## src/rtl/bram_reader_pkg.sv

```systemverilog
// Shared types and constants for the block-RAM burst reader.
// The m_parity feature is enabled by defining BRAM_READER_PARITY_EN.
package bram_reader_pkg;

  localparam int unsigned DEF_ADDR_W = 11;
  localparam int unsigned DEF_DATA_W = 2;
  localparam int unsigned FIFO_DEPTH = 2;

  typedef enum logic [1:0] {
    IDLE  = 2'd0,
    RUN   = 2'd1,
    DRAIN = 2'd2
  } state_e;

  function automatic logic parity_of(input logic [31:0] d);
    return ^d;
  endfunction

endpackage

```

## src/rtl/bram_burst_reader_if.sv

```systemverilog
// Valid/ready read-data stream of the burst reader.
// Carries m_parity only when BRAM_READER_PARITY_EN is defined.
interface bram_burst_reader_if #(
  parameter int DATA_W = 2
);
  logic              m_valid;
  logic              m_ready;
  logic [DATA_W-1:0] m_data;
  logic              m_last;
`ifdef BRAM_READER_PARITY_EN
  logic              m_parity;

  modport master (output m_valid, m_data, m_last, m_parity, input m_ready);
  modport slave  (input m_valid, m_data, m_last, m_parity, output m_ready);
`else
  modport master (output m_valid, m_data, m_last, input m_ready);
  modport slave  (input m_valid, m_data, m_last, output m_ready);
`endif
endinterface

```

## src/rtl/bram_reader_skid.sv

```systemverilog
// Two-entry FIFO absorbing words already requested from the RAM when the
// stream consumer stalls; its count feeds the reader's read-credit logic.
module bram_reader_skid
  import bram_reader_pkg::*;
#(
  parameter int ENTRY_W = 3
) (
  input  logic               clk,
  input  logic               rst,
  input  logic               push,
  input  logic               pop,
  input  logic [ENTRY_W-1:0] push_data,
  output logic [ENTRY_W-1:0] head,
  output logic [1:0]         cnt
);

  logic [ENTRY_W-1:0] mem_q [FIFO_DEPTH];
  logic [ENTRY_W-1:0] mem_d [FIFO_DEPTH];
  logic               wr_ptr_q, wr_ptr_d;
  logic               rd_ptr_q, rd_ptr_d;
  logic [1:0]         cnt_q, cnt_d;

  always_comb begin
    mem_d    = mem_q;
    wr_ptr_d = wr_ptr_q;
    rd_ptr_d = rd_ptr_q;
    cnt_d    = cnt_q;
    if (push) begin
      mem_d[wr_ptr_q] = push_data;
      wr_ptr_d        = ~wr_ptr_q;
    end else begin
      wr_ptr_d = wr_ptr_q;
    end
    if (pop) begin
      rd_ptr_d = ~rd_ptr_q;
    end else begin
      rd_ptr_d = rd_ptr_q;
    end
    case ({push, pop})
      2'b10:   cnt_d = cnt_q + 2'd1;
      2'b01:   cnt_d = cnt_q - 2'd1;
      default: cnt_d = cnt_q;
    endcase
  end

  always_ff @(posedge clk) begin
    if (rst) begin
      for (int i = 0; i < int'(FIFO_DEPTH); i++) begin
        mem_q[i] <= {ENTRY_W{1'b0}};
      end
      wr_ptr_q <= 1'b0;
      rd_ptr_q <= 1'b0;
      cnt_q    <= 2'd0;
    end else begin
      mem_q    <= mem_d;
      wr_ptr_q <= wr_ptr_d;
      rd_ptr_q <= rd_ptr_d;
      cnt_q    <= cnt_d;
    end
  end

  assign head = mem_q[rd_ptr_q];
  assign cnt  = cnt_q;

endmodule

```

## src/rtl/bram_burst_reader.sv

```systemverilog
// Burst-read master for one block-RAM port, streaming words out on valid/ready.
// Define BRAM_READER_PARITY_EN to add m_parity (XOR of m_data) to the stream.
module bram_burst_reader
  import bram_reader_pkg::*;
#(
  parameter int ADDR_W = DEF_ADDR_W,
  parameter int DATA_W = DEF_DATA_W
) (
  input  logic              CLKA,
  input  logic              RSTB,
  input  logic              start,
  input  logic [ADDR_W-1:0] start_addr,
  input  logic [ADDR_W:0]   length,
  output logic              busy,
  output logic              done,
  output logic              ram_en,
  output logic              ram_we,
  output logic              ram_rst,
  output logic [ADDR_W-1:0] ram_addr,
  input  logic [DATA_W-1:0] ram_do,
  bram_burst_reader_if.master m
);

`ifdef BRAM_READER_PARITY_EN
  localparam int ENTRY_W = DATA_W + 2;
`else
  localparam int ENTRY_W = DATA_W + 1;
`endif

  state_e              state_q, state_d;
  logic [ADDR_W-1:0]   addr_q, addr_d;
  logic [ADDR_W:0]     remain_q, remain_d;
  logic                inflight_q, inflight_d;
  logic                inflight_last_q, inflight_last_d;
  logic                done_q, done_d;

  logic [ENTRY_W-1:0]  push_data;
  logic [ENTRY_W-1:0]  head;
  logic [1:0]          fifo_cnt;
  logic                pop;
  logic                credit;
  logic                issue;
  logic                final_issue;

  assign pop         = (fifo_cnt != 2'd0) && m.m_ready;
  // A same-cycle pop frees a slot, so a full pipeline can still issue.
  assign credit      = (({1'b0, fifo_cnt} + {2'b00, inflight_q}) < 3'd2) || pop;
  assign issue       = (state_q == RUN) && (remain_q != (ADDR_W+1)'(0)) && credit;
  assign final_issue = issue && (remain_q == (ADDR_W+1)'(1));

  always_comb begin
    state_d         = state_q;
    addr_d          = addr_q;
    remain_d        = remain_q;
    done_d          = 1'b0;
    inflight_d      = issue;
    inflight_last_d = final_issue;
    case (state_q)
      IDLE: begin
        if (start && (length != (ADDR_W+1)'(0))) begin
          addr_d   = start_addr;
          remain_d = length;
          state_d  = RUN;
        end else if (start) begin
          done_d = 1'b1;
        end else begin
          state_d = IDLE;
        end
      end
      RUN: begin
        if (issue) begin
          addr_d   = addr_q + ADDR_W'(1);
          remain_d = remain_q - (ADDR_W+1)'(1);
          state_d  = final_issue ? DRAIN : RUN;
        end else begin
          state_d = RUN;
        end
      end
      DRAIN: begin
        if (pop && head[ENTRY_W-1]) begin
          state_d = IDLE;
          done_d  = 1'b1;
        end else begin
          state_d = DRAIN;
        end
      end
      default: state_d = IDLE;
    endcase
  end

  always_ff @(posedge CLKA) begin
    if (RSTB) begin
      state_q         <= IDLE;
      addr_q          <= {ADDR_W{1'b0}};
      remain_q        <= {(ADDR_W+1){1'b0}};
      inflight_q      <= 1'b0;
      inflight_last_q <= 1'b0;
      done_q          <= 1'b0;
    end else begin
      state_q         <= state_d;
      addr_q          <= addr_d;
      remain_q        <= remain_d;
      inflight_q      <= inflight_d;
      inflight_last_q <= inflight_last_d;
      done_q          <= done_d;
    end
  end

`ifdef BRAM_READER_PARITY_EN
  assign push_data  = {inflight_last_q, parity_of(32'(ram_do)), ram_do};
  assign m.m_parity = head[DATA_W];
`else
  assign push_data  = {inflight_last_q, ram_do};
`endif

  bram_reader_skid #(.ENTRY_W(ENTRY_W)) u_skid (
    .clk       (CLKA),
    .rst       (RSTB),
    .push      (inflight_q),
    .pop       (pop),
    .push_data (push_data),
    .head      (head),
    .cnt       (fifo_cnt)
  );

  assign m.m_valid = (fifo_cnt != 2'd0);
  assign m.m_data  = head[DATA_W-1:0];
  assign m.m_last  = head[ENTRY_W-1];
  assign ram_en    = issue;
  assign ram_addr  = addr_q;
  assign ram_we    = 1'b0;
  assign ram_rst   = 1'b0;
  assign busy      = (state_q != IDLE);
  assign done      = done_q;

endmodule
```

## src/flat_wrapper.sv

```systemverilog
// flat-port wrapper written by rule: the top's interface ports become plain ports
module bram_burst_reader_flat import bram_reader_pkg::*;
#(
  parameter int ADDR_W = DEF_ADDR_W,
  parameter int DATA_W = DEF_DATA_W
)
  (CLKA, RSTB, start, start_addr, length, busy, done, ram_en, ram_we, ram_rst, ram_addr, ram_do, m_m_valid, m_m_data, m_m_last, m_m_ready);
  bram_burst_reader_if #(.DATA_W(DATA_W)) m_i ();
  input  logic CLKA;
  input  logic RSTB;
  input  logic start;
  input  logic [ADDR_W-1:0] start_addr;
  input  logic [ADDR_W:0] length;
  output logic busy;
  output logic done;
  output logic ram_en;
  output logic ram_we;
  output logic ram_rst;
  output logic [ADDR_W-1:0] ram_addr;
  input  logic [DATA_W-1:0] ram_do;
  output wire logic [$bits(m_i.m_valid)-1:0] m_m_valid;
  output wire logic [$bits(m_i.m_data)-1:0] m_m_data;
  output wire logic [$bits(m_i.m_last)-1:0] m_m_last;
  input wire logic [$bits(m_i.m_ready)-1:0] m_m_ready;
  assign m_m_valid = m_i.m_valid;
  assign m_m_data = m_i.m_data;
  assign m_m_last = m_i.m_last;
  assign m_i.m_ready = m_m_ready;
  bram_burst_reader #(.ADDR_W(ADDR_W), .DATA_W(DATA_W)) u_core (.CLKA(CLKA), .RSTB(RSTB), .start(start), .start_addr(start_addr), .length(length), .busy(busy), .done(done), .ram_en(ram_en), .ram_we(ram_we), .ram_rst(ram_rst), .ram_addr(ram_addr), .ram_do(ram_do), .m(m_i));
endmodule
```

## config.mk

```make
export PLATFORM = sky130hd
export DESIGN_NAME = bram_burst_reader_flat
export DESIGN_NICKNAME = d
export VERILOG_FILES = /design/src/rtl/bram_reader_pkg.sv /design/src/rtl/bram_burst_reader_if.sv /design/src/rtl/bram_reader_skid.sv /design/src/rtl/bram_burst_reader.sv /design/src/flat_wrapper.sv
export SDC_FILE = /design/constraint.sdc
export NUM_CORES = 1
export LEC_CHECK = 0
export CORE_MARGIN = 2
export CORE_UTILIZATION = 31
export DETAILED_ROUTE_END_ITERATION = 7
export GPL_TIMING_DRIVEN = 0
export PLACE_DENSITY = 0.58
export SYNTH_ARGS = -nofsm -noshare
export SYNTH_HDL_FRONTEND = slang
export SYNTH_HIERARCHICAL = 1
export SYNTH_SLANG_ARGS = --single-unit
export TNS_END_PERCENT = 1
```

## constraint.sdc

```tcl
create_clock -name CLKA -period 5.1 [get_ports CLKA]
set_input_delay 1.02 -clock CLKA [delete_from_list [all_inputs] [get_ports CLKA]]
set_output_delay 1.02 -clock CLKA [all_outputs]
set_load 0.1 [all_outputs]
```

# Yosys cells after proc, flatten, opt, wreduce, memory -nomap -nowiden
# Index checks and enable logic that the tools add are counted.
classes:
  add_sub_neg: 5
  magnitude_cmp: 4
  n_eq_ne: 8
  n_mux: 23
  bitwise_logic: 4
  reduce_logical: 16
ops:
  columns: ["operator", "n"]
  rows:
  - ["two-way mux 12 bit", 2]
  - ["one-hot mux 12 bit (2 select lines)", 1]
  - ["nonzero test 12 bit", 2]
  - ["two-way mux 11 bit", 2]
  - ["one-hot mux 11 bit (2 select lines)", 1]
  - ["== test 12 x 1 -> 1 bit (second input constant)", 1]
  - ["two-way mux 3 bit", 4]
  - ["subtractor 12 x 1 -> 12 bit (second input constant)", 1]
  - ["adder 11 x 1 -> 11 bit (second input constant)", 1]
  - ["two-way mux 2 bit", 5]
  - ["nonzero test 2 bit", 4]
  - ["logical AND 1 bit", 7]
  - ["bitwise mux 6 bit", 1]
  - ["one-hot mux 2 bit (3 select lines)", 1]
  - ["== test 2 x 1 -> 1 bit (second input constant)", 2]
  - ["== test 2 bit (second input constant)", 2]
  - [">= comparator 2 bit (second input constant)", 2]
  - ["inequality test 2 x 1 -> 1 bit (second input constant)", 2]
  - ["inverter 1 -> 2 bit", 2]
  - ["one-hot mux 2 bit (2 select lines)", 1]
  - ["adder 2 x 1 -> 3 bit", 1]
  - ["demux 3 bit (select 1 bit)", 1]
  - ["< comparator 3 x 2 -> 1 bit (second input constant)", 1]
  - ["two-way mux 1 bit", 3]
  - ["9 further kinds", 10]
word_totals:
  reg_bits: 38
  in_bits: 29
  output_inout_bits: 20
  elab_cells: 71

# Depth between registers and ports, before layout
logic_depth:
  ltp_word: 8
  depth_mapped: 8
  mapped_depth_nobuf: 6

# By module
# Netlist, hierarchy kept.
by_module_without_submodules:
  columns: ["module", "instances", "cells_each", "area_each_um2", "seq_area_each_um2"]
  rows:
  - ["bram_burst_reader", 1, 233, 1790.5, 560.5]
  - ["bram_reader_skid", 1, 43, 405.4, 200.2]

# Worst setup path before layout
# Ideal clock, no wire load.
synth_path:
  kind: "input port to output port"
  startpoint: "input m_m_ready"
  endpoint: "output ram_en"
  arrival_time_ns: 2.141
  t_required_ns: 4.080
  slack_ns: 1.939
  path_stages: 3
  path_buffers: 0
  path_cell_list: "o21ai_0 > or2_2 > inv_1"
synth_between:
  elab_chain_len: 3
synth_lines:
  columns: ["element", "line_no", "source"]
  rows:
  - ["from (decl)", "flat_wrapper.sv:24", "input wire logic [$bits(m_i.m_ready)-1:0] m_m_ready;"]
  - ["logical AND 1 bit", "bram_burst_reader.sv:45", "assign pop = (fifo_cnt != 2'd0) && m.m_ready;"]
  - ["logical OR 1 bit", "bram_burst_reader.sv:47", "assign credit = (({1'b0, fifo_cnt} + {2'b00, inflight_q}) < 3'd2) || pop;"]
  - ["logical AND 1 bit", "bram_burst_reader.sv:48", "assign issue = (state_q == RUN) && (remain_q != (ADDR_W+1)'(0)) && credit;"]
  - ["to (decl)", "flat_wrapper.sv:16", "output logic ram_en;"]
# No other way between the ends.

# Final worst setup path
# Same ends and word-level chain as after synthesis.

==> results.md <==
* Final worst path period share at 0.847
* Sequential fraction of the synthesis area at 0.346
* Outcome: finished, final reports clean
* I/O pin count at 49
* Final Hold Viols at 0
* First-pass GRT wire length at 10.1 mm
* # clock sinks at 38
* Max Cap Viol at 0
* Post-synthesis cell count at 276
* # diodes at 0
* Max FO, Critical Path at 4
* GR Layer Usage met1 at 0.228
* Crit Path Class: in2out
* Horiz. Die Dim at 88.2 um
* Initial DRT Pass Iterations at 4
* Vias per cell at 5.16
* Slew headroom at 0.344
* CTS tree: yes
* FF-to-FF Start: u_core/remain_q[4]
* Overall power at 0.985 mW
* Worst setup SP type: primary input
* Grt met2 use at 0.273
* Buffers on Ports at 46
* Worst slew pin tran at 0.981 ns
* Die Area at 7770 um^2
* Routability cong. at 0.789
* Post-route ant nets at 0
* IR drop worst, VDD at 0.151 mV
* Dpl cells at 419
* Deepest clock path buffer count at 2
* Largest net degree at the start of global routing at 12
* Min Tclk post-route at 4.32 ns
* Unrepaired setup endpoints after global routing: false
* Layout Nets at 364
* Hold_buf cts at 0
* Floorplan row count at 30
* Final Non-Filler Cells at 426
* WL per Instance at 14.9 um
* Data required, critical path at 4.08 ns
* Num CTS Buffers at 5
* Peak Freq at 0.232 GHz
* Fin Clk Skew at 0.00657 ns
* Async SR Flop Fraction at 0
* Met3 Usage GRT at 0.0330
* Busiest grt layer: met2
* Clk slew on worst S/H paths at 0.07 ns
* Final setup viols at 0
* Min-delay worst type: reg2reg
* Die height at 88.2 um
* HP Start: u_core/u_skid/mem_q[2]
* DRC at 0
* Total Routing Usage GR at 0.169
* Hold Slack at 0.454 ns
* H-Tree Depth at 2
* Count of pins over their slew limit at 0
* Vias in the first global route at 2104
* TNS Setup at 0 ns
* Post-synthesis register bit count at 38
* Commonest non-fill, non-tap cell in the layout: clkdlybuf4s50_1
* CP endpoint kind: primary output
* CORE AREA at 6830 um^2
* Grt ovf at 0
* Post-CTS resize count at 0
* Synthesis-to-finish area growth at 30.2%
* YS warnings at 6
* Setup crit start: m_m_ready
* Starting density of the core at 0.321
* Most frequent cells in the layout: clkdlybuf4s50_1 (46), nand2_1 (40), dfxtp_1 (38)
* Clk_lat worst skew at 0.30 ns
* Initial antenna violation count at 0
* Yosys cell types at 55
* DP HPWL at 4.56 mm
* CTS root buf: clkbuf_8
* DR vias at 2199
* Leak pwr at 1.07 nW
* Postcts setup bufs at 0
* First DRT Iteration DRCs at 82
* DRT Wirelength at 6.36 mm
* Layout cells sized above 1 at 0.124
* Syn avg cell area at 7.96 um^2
* Pwr/cell area at 345 nW/um^2
* Crit path arrival time at 3.30 ns
* Post-synth EDFFs at 0
* Top FF cell, synth: dfxtp_1
* Synthesized area at 2200 um^2
==> where the power goes <==
part	total (mW)	leakage [nW]	switching, mW	internal, mW
clock network	0.203	0.0438	0.112	0.0919
logic	0.416	0.717	0.278	0.138
registers	0.366	0.311	0.0371	0.328
total	0.985	1.07	0.427	0.558
==> final timing paths <==
path / endpoint / slack (ns) / cells past startpoint
setup / recovery: ram_en / 0.78 / 5
hold / removal: u_core/u_skid/mem_q[2] / 0.45 / 2
setup reg to reg: u_core/ram_addr[2] / 2.99 / 6
hold reg to reg: u_core/u_skid/mem_q[2] / 0.45 / 2
==> synthesized netlist by cell type (all sizes together) (4+ instances only) <==
cell type	instances	area share
o21ai	20	0.052
nand2	40	0.068
nor4	4	0.014
buf	12	0.035
ha	5	0.028
or4	5	0.021
clkbuf	6	0.012
inv	8	0.014
nand4	6	0.017
nand2b	4	0.011
nand3	7	0.016
nor3	12	0.027
nor2	25	0.043
dfxtp	38	0.35
a21oi	33	0.085
==> worst max-delay path, stage by stage <==
cell	delay (ns)
clkdlybuf4s50_1	0.48
o21ai_0	0.21
or2_2	0.38
inv_1	0.08
clkdlybuf4s50_1	1.12
==> layer usage <==
layer	part of all wire	wire (um)
met1	0.47	2990
met2	0.47	2990
met3	0.054	343
met4	0.0053	34
met5	0	0
==> per-stage QoR <==
stage / area (um^2) / worst slack [ns] / utilization
after floorplan: 2200 / 1.94 / -
after global placement: 2780 / 0.774 / 0.407
after detailed placement: 2780 / 0.788 / 0.407
after CTS: 2860 / 0.776 / 0.418
after global routing: 2860 / 0.726 / 0.418
final: 2860 / 0.783 / 0.418
==> cell families after synthesis <==
family,count (synthesis),share of synthesized area
AOI/OAI and AO/OA,81,0.262
muxes,6,0.0291
DFF,38,0.346
adders and majority gates,5,0.0285
xor gates and xnor gates,5,0.0199
other,1,0.00171
buffers and inverters,26,0.0610
and+or+nand+nor,114,0.251
==> sequential cells by signal, indices dropped and copies added (netlist names) <==
signal	count
u_core/u_skid/wr_ptr_q	1
u_core/u_skid/rd_ptr_q	1
u_core/ram_addr	11
u_core/inflight_q	1
u_core/remain_q	12
u_core/u_skid/mem_q	6
u_core/inflight_last_q	1
u_core/u_skid/cnt	2
u_core/done	1
u_core/state_q	2
==> layout make-up <==
cell class	count	area [um^2]
Fill cell	759	3970
Clock inverter	2	10.0
Tap cell	96	120
Multi-Input combinational cell	213	1310
Sequential cell	38	761
Inverter	8	30.0
Timing Repair Buffer	46	460
Clock buffer	5	68.8
Buffer	18	104
No activity file was read; power rests on OpenSTA's default activity.
